[config.mk]
export PLATFORM = sky130hd
export DESIGN_NAME = wb_bus_arbiter
export DESIGN_NICKNAME = d
export VERILOG_FILES = /design/src/rtl/wb_bus_arbiter.sv
export SDC_FILE = /design/constraint.sdc
export NUM_CORES = 1
export LEC_CHECK = 0
export ABC_AREA = 1
export BUFFER_PORTS_ARGS = -buffer_cell sky130_fd_sc_hd__buf_2
export CORE_ASPECT_RATIO = 1.1
export CORE_MARGIN = 10
export CORE_UTILIZATION = 52
export DETAILED_ROUTE_END_ITERATION = 10
export PLACE_DENSITY_LB_ADDON = 0.1
export SLEW_MARGIN = 5
export SYNTH_ARGS = -nofsm -noshare
export SYNTH_HDL_FRONTEND = slang
export SYNTH_SLANG_ARGS = --single-unit
[constraint.sdc]
create_clock -name clk -period 3.25 [get_ports clk]
set_input_delay 0.4875 -clock clk [delete_from_list [all_inputs] [get_ports clk]]
set_output_delay 0.4875 -clock clk [all_outputs]
set_load 0.05 [all_outputs]
[src/rtl/wb_bus_arbiter.sv]
// Wishbone classic bus arbiter for an instruction-fetch port and a data port.
// Data requests have fixed priority over fetches. Each granted cycle ends with
// one DONE cycle, so a requester sees its ack before the next arbitration.
// A saturating wait counter forces termination of a bus cycle if the slave
// never acknowledges.
module wb_bus_arbiter #(
  parameter int unsigned TIMEOUT_CYC = 255
) (
  input  logic        clk,
  input  logic        rst_n,
  input  logic        i_req,
  input  logic [31:0] i_addr,
  output logic [31:0] i_rdata,
  output logic        i_ack,
  input  logic        d_req,
  input  logic        d_we,
  input  logic [31:0] d_addr,
  input  logic [31:0] d_wdata,
  input  logic [3:0]  d_sel,
  output logic [31:0] d_rdata,
  output logic        d_ack,
  input  logic        flush,
  output logic        stallreq_if,
  output logic        stallreq_mem,
  output logic        wb_cyc_o,
  output logic        wb_stb_o,
  output logic        wb_we_o,
  output logic [31:0] wb_adr_o,
  output logic [31:0] wb_dat_o,
  output logic [3:0]  wb_sel_o,
  input  logic [31:0] wb_dat_i,
  input  logic        wb_ack_i,
  output logic        timeout_o
);

  typedef enum logic [1:0] {IDLE, I_BUS, D_BUS, DONE} state_t;

  state_t      state_q, state_d;
  logic        cyc_q, cyc_d;
  logic        we_q, we_d;
  logic [3:0]  sel_q, sel_d;
  logic [31:0] adr_q, adr_d;
  logic [31:0] dat_q, dat_d;
  logic [31:0] i_rdata_q, i_rdata_d;
  logic [31:0] d_rdata_q, d_rdata_d;
  logic        i_ack_q, i_ack_d;
  logic        d_ack_q, d_ack_d;
  logic        timeout_q, timeout_d;
  logic [15:0] cnt_q, cnt_d;
  logic        flushed_q, flushed_d;

  // Widened so a saturated counter can never wrap into a false match.
  logic [31:0] cnt_inc;
  logic        timed_out;
  logic        fetch_kill;
  logic [31:0] cap_data;

  // State and registered outputs; reset clears everything, even mid-cycle.
  always_ff @(posedge clk) begin
    if (!rst_n) begin
      state_q   <= IDLE;
      cyc_q     <= 1'b0;
      we_q      <= 1'b0;
      sel_q     <= 4'h0;
      adr_q     <= 32'h0;
      dat_q     <= 32'h0;
      i_rdata_q <= 32'h0;
      d_rdata_q <= 32'h0;
      i_ack_q   <= 1'b0;
      d_ack_q   <= 1'b0;
      timeout_q <= 1'b0;
      cnt_q     <= 16'h0;
      flushed_q <= 1'b0;
    end else begin
      state_q   <= state_d;
      cyc_q     <= cyc_d;
      we_q      <= we_d;
      sel_q     <= sel_d;
      adr_q     <= adr_d;
      dat_q     <= dat_d;
      i_rdata_q <= i_rdata_d;
      d_rdata_q <= d_rdata_d;
      i_ack_q   <= i_ack_d;
      d_ack_q   <= d_ack_d;
      timeout_q <= timeout_d;
      cnt_q     <= cnt_d;
      flushed_q <= flushed_d;
    end
  end

  // Arbitration, bus-cycle termination and result capture.
  always_comb begin
    state_d    = state_q;
    cyc_d      = cyc_q;
    we_d       = we_q;
    sel_d      = sel_q;
    adr_d      = adr_q;
    dat_d      = dat_q;
    i_rdata_d  = i_rdata_q;
    d_rdata_d  = d_rdata_q;
    i_ack_d    = 1'b0;
    d_ack_d    = 1'b0;
    timeout_d  = 1'b0;
    cnt_d      = cnt_q;
    flushed_d  = flushed_q;
    cnt_inc    = {16'h0, cnt_q} + 32'd1;
    timed_out  = !wb_ack_i && (cnt_inc >= TIMEOUT_CYC);
    fetch_kill = flushed_q || flush;
    cap_data   = wb_ack_i ? wb_dat_i : 32'h0;

    case (state_q)
      IDLE: begin
        if (d_req) begin
          state_d   = D_BUS;
          cyc_d     = 1'b1;
          we_d      = d_we;
          sel_d     = d_sel;
          adr_d     = d_addr;
          dat_d     = d_wdata;
          cnt_d     = 16'h0;
          flushed_d = 1'b0;
        end else if (i_req && !flush) begin
          state_d   = I_BUS;
          cyc_d     = 1'b1;
          we_d      = 1'b0;
          sel_d     = 4'hF;
          adr_d     = i_addr;
          dat_d     = 32'h0;
          cnt_d     = 16'h0;
          flushed_d = 1'b0;
        end
      end
      I_BUS, D_BUS: begin
        if (wb_ack_i || timed_out) begin
          state_d   = DONE;
          cyc_d     = 1'b0;
          timeout_d = !wb_ack_i;
          if (state_q == D_BUS) begin
            d_rdata_d = cap_data;
            d_ack_d   = 1'b1;
          end else if (!fetch_kill) begin
            // A flushed fetch still finishes on the bus but is discarded.
            i_rdata_d = cap_data;
            i_ack_d   = 1'b1;
          end
        end else begin
          if (cnt_q != 16'hFFFF) cnt_d = cnt_q + 16'd1;
          if (state_q == I_BUS && flush) flushed_d = 1'b1;
        end
      end
      DONE: state_d = IDLE;
      default: state_d = IDLE;
    endcase
  end

  assign wb_cyc_o  = cyc_q;
  assign wb_stb_o  = cyc_q;
  assign wb_we_o   = we_q;
  assign wb_sel_o  = sel_q;
  assign wb_adr_o  = adr_q;
  assign wb_dat_o  = dat_q;
  assign i_rdata   = i_rdata_q;
  assign d_rdata   = d_rdata_q;
  assign i_ack     = i_ack_q;
  assign d_ack     = d_ack_q;
  assign timeout_o = timeout_q;

  assign stallreq_if  = rst_n && i_req && !i_ack_q && !flush;
  assign stallreq_mem = rst_n && d_req && !d_ack_q;

endmodule

# Word level (Yosys, flattened, before mapping)
# Index checks and enable logic that the tools add are counted.
# op_classes
order_cmp,1
n_mux,28
n_addsub,2
n_reduce_logical,27
bitwise,5
n_eq_ne,9
# ops
op,count
32-bit two-way mux,5
16-bit two-way mux,4
16-bit case mux with 2 select lines,1
16-bit by 1-bit adder with 17-bit output (second input constant),1
17-bit by 8-bit greater-or-equal comparator with 1-bit output (second input constant),1
16-bit by 1-bit adder with 16-bit output (second input constant),1
16-bit != test (second input constant),1
4-bit AND reduction,3
1-bit two-way mux,10
3-bit AND reduction,3
1-bit logical AND,8
4-bit two-way mux,2
2-bit != test (second input constant),4
2-bit two-way mux,3
2-bit case mux with 3 select lines,1
1-bit NOT,5
2-bit == test (second input constant),2
1-bit logical NOT,4
1-bit case mux with 2 select lines,2
2-bit AND reduction,2
2-bit nonzero test,2
4-bit OR reduction,1
3-bit != test (second input constant),1
2-bit by 1-bit == test with 1-bit output (second input constant),1
3 further kinds,4
# word_totals
out_inout_bits,140
ff_bits,156

# Longest topological paths before layout
# Gate-level depths: netlist of the first run.
# logic_depth
word_depth,6
ltp_mapped,14

# Worst setup path after synthesis of the first run
# OpenSTA, ideal clock, no wires.
# synth_path
path_kind,input to output
from,in d_req
to,out stallreq_mem
arrival_ns,2.127
cell_stages,4
n_path_buf,2
setup_slack_ns,0.636
path_cell_list,clkbuf_1 inv_2 clkbuf_1 nor3_1
# synth_via
elab_chain_cells,2
# synth_rtl
item,line_no,source
start: declaration,15,"input logic d_req,"
1-bit logical AND (2 in series),169,assign stallreq_mem = rst_n && d_req && !d_ack_q;
end: declaration,24,"output logic stallreq_mem,"
# No other way between the ends.

# Worst setup path after layout of the first run
# layout_path
from,reg cnt_q[1]
to,reg d_rdata_q[6] (netlist: d_rdata[6])
# layout_via
elab_chain_cells,5
# layout_rtl
item,line_no,source
start: declaration,49,"logic [15:0] cnt_q, cnt_d;"
start signal: assignment,86,cnt_q <= cnt_d;
16-bit by 1-bit adder with 17-bit output,106,"cnt_inc = {16'h0, cnt_q} + 32'd1;"
17-bit by 8-bit greater-or-equal comparator with 1-bit output,107,timed_out = !wb_ack_i && (cnt_inc >= TIMEOUT_CYC);
1-bit logical AND,107,
1-bit logical OR,134,if (wb_ack_i || timed_out) begin
3-bit AND reduction (no source line),-,
end signal: assignment,82,d_rdata_q <= d_rdata_d;
end: declaration,45,"logic [31:0] d_rdata_q, d_rdata_d;"
# No other way between the ends.
# A chain may end at the register's enable or synchronous reset.

==> impl_metrics.csv, run 1 <==
group,metric,value,unit
synthesis,syn_area,6783,sq um
synthesis,synthArstFlopShare,0,
detailed_routing,vias,7035,
grt,grt_max_degree,70,
detailed_routing,wire_per_inst,16.92,microns
cells_and_area,area_delta_synth_final,29.18,%
timing,hold_viol_final,0,
synthesis,netlist_instances,926,
clocking,cts_setup_buffers,0,
place,dpl_cell_area,8155,sq um
clocking,cts_inserted_buffers,17,
synthesis,avgSynthCellArea,7.325,sq um
floorplanning,initial_core_util,0.5342,
floorplanning,rows,43,
power,power,7.296,mW
detailed_routing,viasPerCell,5.266,
critical_path,criticalPathCategory,"flop to flop",
clocking,clk_path_buf_depth,2,
timing,worst_clock_skew,0.007144,ns
timing,slew_viol_final,0,
critical_path,critPathMaxFanout,33,
place,hpwl,16330,microns
timing,period_needed,2.750,ns
detailed_routing,totalWireLength,22610,microns
timing,period_share,0.8461,
grt,grt_pass1_vias,6565,
clocking,insertion_delay,0.42,ns
timing,max_freq,363.7,MHz
synthesis,ys_warn_count,0,
floorplanning,design.die.area,18020,sq um
power,ir_drop,0.4742,mV
grt,overflow,0,
floorplanning,coreArea,12700,sq um
synthesis,synth.net_count,1073,
synthesis,yosysSeqAreaShare,0.4604,
detailed_routing,ant_nets,0,
clocking,post_cts_resized,0,
floorplanning,die_width,128.9,microns
timing,worst_hold_slack,0.2856,ns
timing,rsz0062_at_grt,"false",
cells_and_area,fin_area,8762,sq um
timing,tightest_slew,0.9779,ns
detailed_routing,drc,0,
critical_path,start_kind,"flop",
place,routabilityCongestion,0.8854,
clocking,clock_sinks,156,
synthesis,synth_top_flop_cell,"dfxtp_1",
synthesis,synth_cell_types,34,
run,cap_violations,0,
critical_path,cp.arrival,3.03,ns
cells_and_area,final_cell_mix,"285 x nand2_1, 278 x buf_2, 156 x dfxtp_1, 113 x a21oi_1, 68 x nand4_1",
synthesis,synth_enable_flop_cells,0,
clocking,clkTransAtPathRegs,0.06,ns
run_status,outcome,"completed",
cells_and_area,nets,1312,
cells_and_area,mostFrequentLayoutCell,"nand2_1",
grt,track_usage,0.2412,
cells_and_area,final_util,0.6901,
cells_and_area,layout-drive-gt1-share,0.2946,
detailed_routing,firstDrtPassIters,5,
grt,antenna_found_initial,2,
grt,grt_pass1_wl,34930,microns
clocking,cts-hold-fix-buffers,0,
timing,setup_viol,0,
clocking,cts_root_buffer,"clkbuf_16",
clocking,htreeDepth,4,
critical_path,cp-end-kind,"flop",
floorplanning,die_y,139.8,microns
power,pwr_density_cell,832.7,nW/um^2
synthesis,synth_seq_cells,156,
detailed_routing,drt_iter0_markers,586,
timing,setup-tns-final,0,ns
floorplanning,ioPinCount,279,
critical_path,worstPathRequired,3.53,ns
place,portBuffers,278,
timing,maxSlewHeadroom,0.3474,
clocking,cts_tree,"built",
power,p_leak,4.136,nW
worst_hold_path,hold_class,"primary input to flop",
[layout make-up]
class	instances	area [sq um]
Fill cell	1140	3935
Tap cell	157	196.4
Sequential cell	156	3123
Timing Repair Buffer	291	1489
Clock inverter	11	133.9
Inverter	59	222.7
Clock buffer	21	470.5
Multi-Input combinational cell	640	3124
Antenna cell	1	2.502
[per-layer routing]
metal | track usage | share of wire
met1 | 0.2787 | 0.40
met2 | 0.3902 | 0.48
met3 | 0.09840 | 0.094
met4 | 0.08928 | 0.022
met5 | 0 | 0.00031
[kinds of logic after synthesis]
group	after synthesis	share of synthesized area
compound gates	192	0.1535
xor+xnor	3	0.003875
fa+ha+maj	8	0.01476
buf+inv	130	0.08172
flops	156	0.4604
simple gates	437	0.2857
[worst max-delay path, cell delays in order, from the launching register on]
cell and delay [ns]:
dfxtp_1 0.39, ha_1 0.25, nand3_1 0.12, nor2_1 0.20, nand2_1 0.11, nor2_1 0.09
nand2_1 0.08, nand3_1 0.10, nor2_2 0.06, nand3_4 0.21, nand3_2 0.62, nand2_1 0.27
a21oi_1 0.09
[worst paths after layout]
check | start | end | slack, ns | depth (start not counted)
setup reg to reg | cnt_q[1]$_SDFFE_PN0P_ | d_rdata[6]$_SDFFE_PN0P_ | 0.50 | 12
setup / recovery | cnt_q[1]$_SDFFE_PN0P_ | d_rdata[6]$_SDFFE_PN0P_ | 0.50 | 12
hold / removal | flush | i_ack$_SDFF_PP0_ | 0.29 | 2
hold reg to reg | i_rdata[9]$_SDFFE_PN0P_ | i_rdata[9]$_SDFFE_PN0P_ | 0.45 | 2
[synthesized netlist by cell type (2+ instances only)]
library cell	instances	area (sq um)
a21oi_1	114	570.6
a31oi_1	32	200.2
buf_1	3	11.26
buf_2	2	10.01
buf_4	9	67.56
buf_6	4	45.04
clkbuf_1	53	198.9
dfxtp_1	156	3123
ha_1	8	100.1
inv_1	56	210.2
inv_2	2	7.510
nand2_1	285	1070
nand2_2	2	12.51
nand2_4	2	22.52
nand3_1	27	135.1
nand3_2	2	20.02
nand4_1	68	425.4
nor2_1	36	135.1
nor2_2	4	25.02
nor2_4	3	33.78
nor3_1	5	25.02
o21ai_0	36	180.2
o21bai_1	2	15.01
o221a_2	4	45.04
xor2_1	2	17.52
[registers in the layout, indices dropped and copies added, names as in the netlist]
signal / flops
wb_we_o: 1
state_q: 2
d_ack: 1
wb_dat_o: 32
i_rdata: 32
d_rdata: 32
cnt_q: 16
flushed_q: 1
wb_cyc_o: 1
wb_adr_o: 32
wb_sel_o: 4
timeout_o: 1
i_ack: 1
[through the flow]
stage	setup WS [ns]	cells
after global placement	0.6052	1303
after detailed placement	0.5273	1303
final	0.5003	1336
after global routing	0.1545	1335
after floorplan	0.6357	926
after CTS	0.4577	1335
[report_power, final]
group          leakage (nW)  internal, mW  switching (mW)  total, mW
Combinational          2.58         0.652            2.27       2.92
Sequential             1.27          2.20           0.164       2.37
Clock                 0.288          1.20           0.807       2.01
Power figures use the tool's default switching activity.
==> inputs of run 2 (changes only) <==
Settings changed: CORE_UTILIZATION 52 to 48.
Clock period 3.25 ns to 2.6 ns, I/O delays scaled along.
==> run 2 against run 1 <==
Clock skew grew 0.00091 ns. Register-to-register slack got worse by 0.18 ns. Maximum frequency grew 21%. Routed wire length increased by 0.31%. First-iteration DRC count shrank 17%. Critical path depth decreased by 1. Count of clock-buffer cells in the layout shrank 2. Non-clock buffer count grew 6. Sequential cell count stayed put. Clock power is 29% higher. Sequential share of layout area down 0.47 points. Largest cell class unchanged.
==> impl_metrics.csv, run 2 (same netlist as run 1, synthesis figures left out) <==
group,metric,value,unit
floorplanning,design.die.area,19290,sq um
power,p_leak,4.185,nW
clocking,clk_path_buf_depth,2,
detailed_routing,drt_iter0_markers,488,
critical_path,reg2reg_to,"d_rdata[15]$_SDFFE_PN0P_",
timing,setup_viol,0,
grt,grt_pass1_wl,35400,microns
grt,overflow,0,
detailed_routing,firstDrtPassIters,5,
timing,max_freq,438.4,MHz
place,routabilityCongestion,0.8988,
clocking,cts_root_buffer,"clkbuf_16",
critical_path,rr_startpoint,"cnt_q[1]$_SDFFE_PN0P_",
run,cap_violations,0,
worst_hold_path,min_to,"i_ack$_SDFF_PP0_",
critical_path,cpPeakStageDelay,0.40,ns
place,portBuffers,278,
worst_hold_path,hold_class,"primary input to flop",
clocking,insertion_delay,0.43,ns
timing,hold_viol_final,0,
critical_path,cp_cell_sequence,"ha_1 > nand3_1 > nor2_1 > nand3_1 > xor2_1 > nor2_2 > nand3_4 > nand3_2 > buf_4 > nand2_1 > a21oi_1",
cells_and_area,area_delta_synth_final,30.90,%
critical_path,cp-end-kind,"flop",
floorplanning,coreArea,13850,sq um
floorplanning,die_y,144.7,microns
timing,slew_viol_final,0,
detailed_routing,ant_nets,0,
critical_path,critPathMaxFanout,13,
cells_and_area,mostFrequentLayoutCell,"nand2_1",
cells_and_area,multiInputGateArea,3124,sq um
power,ir_drop,0.8105,mV
floorplanning,initial_core_util,0.4897,
floorplanning,rows,45,
cells_and_area,fillers,1306,
critical_path,worstPathRequired,2.96,ns
clocking,post_cts_resized,0,
timing,period_share,0.8773,
clocking,cts-hold-fix-buffers,0,
timing,worst_clock_skew,0.008054,ns
clocking,cts_inserted_buffers,17,
place,dpl_cell_area,8264,sq um
clocking,clkTransAtPathRegs,0.06,ns
detailed_routing,wire_per_inst,16.54,microns
critical_path,path_buf_inv,1,
worst_hold_path,hp-start,"flush",
timing,setup-tns-final,0,ns
cells_and_area,final_cell_mix,"285 x nand2_1, 278 x buf_2, 156 x dfxtp_1, 113 x a21oi_1, 68 x nand4_1",
clocking,cts_tree,"built",
cells_and_area,layout-drive-gt1-share,0.2970,
detailed_routing,viasPerCell,5.149,
grt,grt_max_degree,95,
worst_hold_path,holdPathStages,2,
critical_path,critPathTopFamily,"simple AND/OR/NAND/NOR gates",
timing,tightest_slew,0.5915,ns
power,pwr_density_cell,1043,nW/um^2
run_status,outcome,"completed",
grt,track_usage,0.2252,
critical_path,cpMostUsedCell,"nand3_1",
floorplanning,die_width,133.3,microns
clocking,clock_sinks,156,
cells_and_area,nets,1318,
cells_and_area,fin_area,8879,sq um
critical_path,reg2reg_depth,11,
detailed_routing,vias,7059,
timing,rsz0062_at_grt,"false",
place,hpwl,16410,microns
detailed_routing,totalWireLength,22670,microns
critical_path,cp.arrival,2.64,ns
clocking,cts_setup_buffers,0,
timing,maxSlewHeadroom,0.6057,
grt,antenna_found_initial,2,
cells_and_area,regArea,3123,sq um
detailed_routing,drc,0,
grt,grt_pass1_vias,6783,
critical_path,cp_slowest_cell,"dfxtp_1",
critical_path,criticalPathCategory,"flop to flop",
clocking,htreeDepth,4,
timing,period_needed,2.281,ns
floorplanning,ioPinCount,279,
critical_path,r2r_slack,0.32,ns
critical_path,start_kind,"flop",
## run 2: changes by cell type in the layout (fill, tap and decap cells not counted)
cell        before  now
buf_4           13   17
buf_12           0    2
bufinv_16        2    4
clkbuf_8         3    1
clkinv_2         2    4
clkinvlp_4       3    1
inv_6            2    1
inv_8            1    0
## run 2: routing by layer
layer	up-vias	track usage	wire, microns
li1	3575	-	-
met1	3157	0.2471	8697
met2	286	0.3745	10930
met3	39	0.1107	2526
met4	2	0.07450	518
met5	-	0	7
## run 2: final cells by class
type                            count  area share
Clock buffer                       19     0.04989
Tap cell                          188     0.02649
Antenna cell                        1   0.0002818
Timing Repair Buffer              297      0.1756
Multi-Input combinational cell    640      0.3519
Clock inverter                     11     0.01902
Inverter                           59     0.02508
Sequential cell                   156      0.3517
## run 2: how the worst max path moves through the flow
stage,startpoint,endpoint,slack (ns),cells past startpoint
after global routing,cnt_q[1]$_SDFFE_PN0P_,d_rdata[27]$_SDFFE_PN0P_,0.09,12
after global placement,cnt_q[1]$_SDFFE_PN0P_,d_rdata[10]$_SDFFE_PN0P_,0.40,11
final,cnt_q[1]$_SDFFE_PN0P_,d_rdata[15]$_SDFFE_PN0P_,0.32,11
after floorplan,d_req,stallreq_mem,0.18,4
after detailed placement,cnt_q[1]$_SDFFE_PN0P_,d_rdata[20]$_SDFFE_PN0P_,0.33,11
after CTS,cnt_q[1]$_SDFFE_PN0P_,d_rdata[1]$_SDFFE_PN0P_,0.32,11
## run 2: report_power, final
group          internal (mW)  switching (mW)  total, mW
combinational          0.862            2.85       3.71
sequential              2.75           0.197       2.95
clock                   1.62           0.976       2.60
total                   5.24            4.02       9.26
## run 2: stage by stage
step	hold slack, ns	total power, mW	util	cells	setup WS, ns
final	0.1879	9.260	0.6410	1371	0.3190
after global routing	0.1711	9.740	0.6408	1370	0.08622
after CTS	0.1718	9.291	0.6408	1370	0.3178
after detailed placement	0.4493	6.696	0.5967	1340	0.3308
after global placement	0.4434	6.677	0.5967	1340	0.4024
after floorplan	0.4298	5.746	-	926	0.1807
## run 2: worst register-to-register path: cells and delay by family, from the launching register on
kind / cells / cell delay, ns
buf+inv: 1 / 0.24
simple gates: 7 / 1.04
fa+ha+maj: 1 / 0.25
compound gates: 1 / 0.13
xor+xnor: 1 / 0.16
flops: 1 / 0.40
==> inputs of run 3 (changes only) <==
Settings changed: CORE_UTILIZATION 48 to 52.
Clock period 2.6 ns to 2.8 ns, I/O delays scaled along.
==> run 3 against run 2 <==
Register-to-register slack gained 0.13 ns. Power is 8.4% lower. Utilization increased by 5.1 points. Final cell count decreased by 2.6%. Clock skew fell by 0.00052 ns. First-iteration DRC count is 20% higher. Critical path depth unchanged. Critical endpoint unchanged.
==> impl_metrics.csv, run 3 (same netlist as run 1, synthesis figures left out) <==
group,metric,value,unit
run_status,outcome,"completed",
detailed_routing,ant_nets,0,
power,power.internal,4.779,mW
critical_path,r2r_slack,0.45,ns
clocking,clk_path_buf_depth,2,
place,routabilityCongestion,0.9482,
place,hpwl,16270,microns
clocking,cts_tree,"built",
detailed_routing,drc,0,
timing,fin_ws,0.4535,ns
cells_and_area,multiInputGateArea,3132,sq um
clocking,clock_sinks,156,
timing,slew_viol_final,0,
place,dp_cells,1305,
timing,period_needed,2.347,ns
timing,setup_viol,0,
power,ir_drop,0.6882,mV
cells_and_area,mostFrequentLayoutCell,"nand2_1",
worst_hold_path,hp-start,"flush",
cells_and_area,area_delta_synth_final,29.48,%
floorplanning,die_width,128.9,microns
clocking,insertion_delay,0.43,ns
worst_hold_path,hold_class,"primary input to flop",
clocking,htreeDepth,4,
critical_path,crit_path_start,"cnt_q[1]$_SDFFE_PN0P_",
place,portBuffers,278,
grt,grt_max_degree,102,
critical_path,cpPeakStageDelay,0.40,ns
critical_path,cp-end-kind,"flop",
grt,grt_pass1_vias,6586,
power,pwr_density_cell,966.2,nW/um^2
grt,track_usage,0.2395,
place,post-place-ws,0.2986,ns
floorplanning,design.die.area,18020,sq um
floorplanning,rows,43,
floorplanning,ioPinCount,279,
power,netSwitchingPower,3.706,mW
timing,rsz0062_at_grt,"false",
critical_path,critPathMaxFanout,34,
clocking,cts_inserted_buffers,17,
power,sw_frac_of_total,0.4368,
detailed_routing,totalWireLength,22490,microns
timing,hold_viol_final,0,
critical_path,cp_cell_sequence,"ha_1 > nand2_2 > nor2_4 > xor2_1 > nand3_1 > nor2_1 > nor2_2 > nand3_4 > buf_4 > nand4_1 > a21oi_1",
floorplanning,coreArea,12700,sq um
critical_path,start_kind,"flop",
power,power_frac_seq,0.324,
timing,worst_clock_skew,0.007535,ns
place,dpl_cell_area,8183,sq um
critical_path,cp.arrival,2.71,ns
timing,setup-tns-final,0,ns
detailed_routing,vias,7073,
detailed_routing,wire_per_inst,16.84,microns
cells_and_area,n_antenna_cell,0,
critical_path,rr_startpoint,"cnt_q[1]$_SDFFE_PN0P_",
critical_path,worstPathRequired,3.16,ns
cells_and_area,final_util,0.6917,
cells_and_area,layout-drive-gt1-share,0.2929,
cells_and_area,regArea,3123,sq um
grt,overflow,0,
timing,period_share,0.8380,
cells_and_area,fillers,1163,
floorplanning,initial_core_util,0.5342,
run,cap_violations,0,
power,pwr-share-clk,0.274,
grt,grt_pass1_wl,34670,microns
power,combPwrFrac,0.402,
floorplanning,die_y,139.8,microns
clocking,cts_setup_buffers,0,
cells_and_area,nets,1314,
timing,worst_hold_slack,0.2052,ns
critical_path,criticalPathCategory,"flop to flop",
detailed_routing,firstDrtPassIters,6,
timing,tightest_slew,0.9719,ns
critical_path,cp_slowest_cell,"dfxtp_1",
timing,max_freq,426.2,MHz
detailed_routing,drt_iter0_markers,586,
cells_and_area,final_cells,1335,
grt,antenna_found_initial,2,
detailed_routing,viasPerCell,5.298,
clocking,clkTransAtPathRegs,0.06,ns
clocking,cts_root_buffer,"clkbuf_16",
power,p_leak,4.154,nW
timing,maxSlewHeadroom,0.3514,
cells_and_area,final_cell_mix,"285 x nand2_1, 278 x buf_2, 156 x dfxtp_1, 113 x a21oi_1, 68 x nand4_1",
power,power,8.485,mW
cells_and_area,fin_area,8782,sq um
run 3: final timing paths:
check / to / cells after the start
max reg2reg: d_rdata[15]$_SDFFE_PN0P_ / 11
min: i_ack$_SDFF_PP0_ / 2
min reg2reg: d_rdata[15]$_SDFFE_PN0P_ / 2
max: d_rdata[15]$_SDFFE_PN0P_ / 11
run 3: critical path, delay by kind of cell (launching register included):
family	cells	cell delay [ns]
adders and majority gates	1	0.25
AOI/OAI and AO/OA	1	0.16
DFF	1	0.40
and+or+nand+nor	7	0.94
xor gates and xnor gates	1	0.19
buffers and inverters	1	0.34
run 3: final cells by class:
| type | count | area share |
|---|---|---|
| timing repair buffer | 293 | 0.1727 |
| clock buffer | 23 | 0.05442 |
| inverter | 59 | 0.02536 |
| tap | 157 | 0.02237 |
| clock inverter | 7 | 0.01296 |
| sequential | 156 | 0.3556 |
| multi-input combinational | 640 | 0.3566 |
run 3: what timing repair did:
action | CTS | global route
hold buffers | 0 | 0
resized for setup | 0 | 1
setup endpoints to repair | 0 | 3
run 3: power groups by stage:
stage	combinational [mW]	clock, mW	sequential [mW]
global placement	3.36	0	2.78
floorplan	1.53	0	3.81
finish	3.41	2.33	2.75
global route	3.65	2.44	2.78
detailed placement	3.38	0	2.79
CTS	3.39	2.35	2.75
run 3: layer usage:
metal  track usage  wire, microns  vias up
met5             0             25        -
met1        0.2703           8750     3177
li1              -              -     3566
met3       0.09688           2243       37
met2        0.3932          10910      289
met4       0.09407            559        4
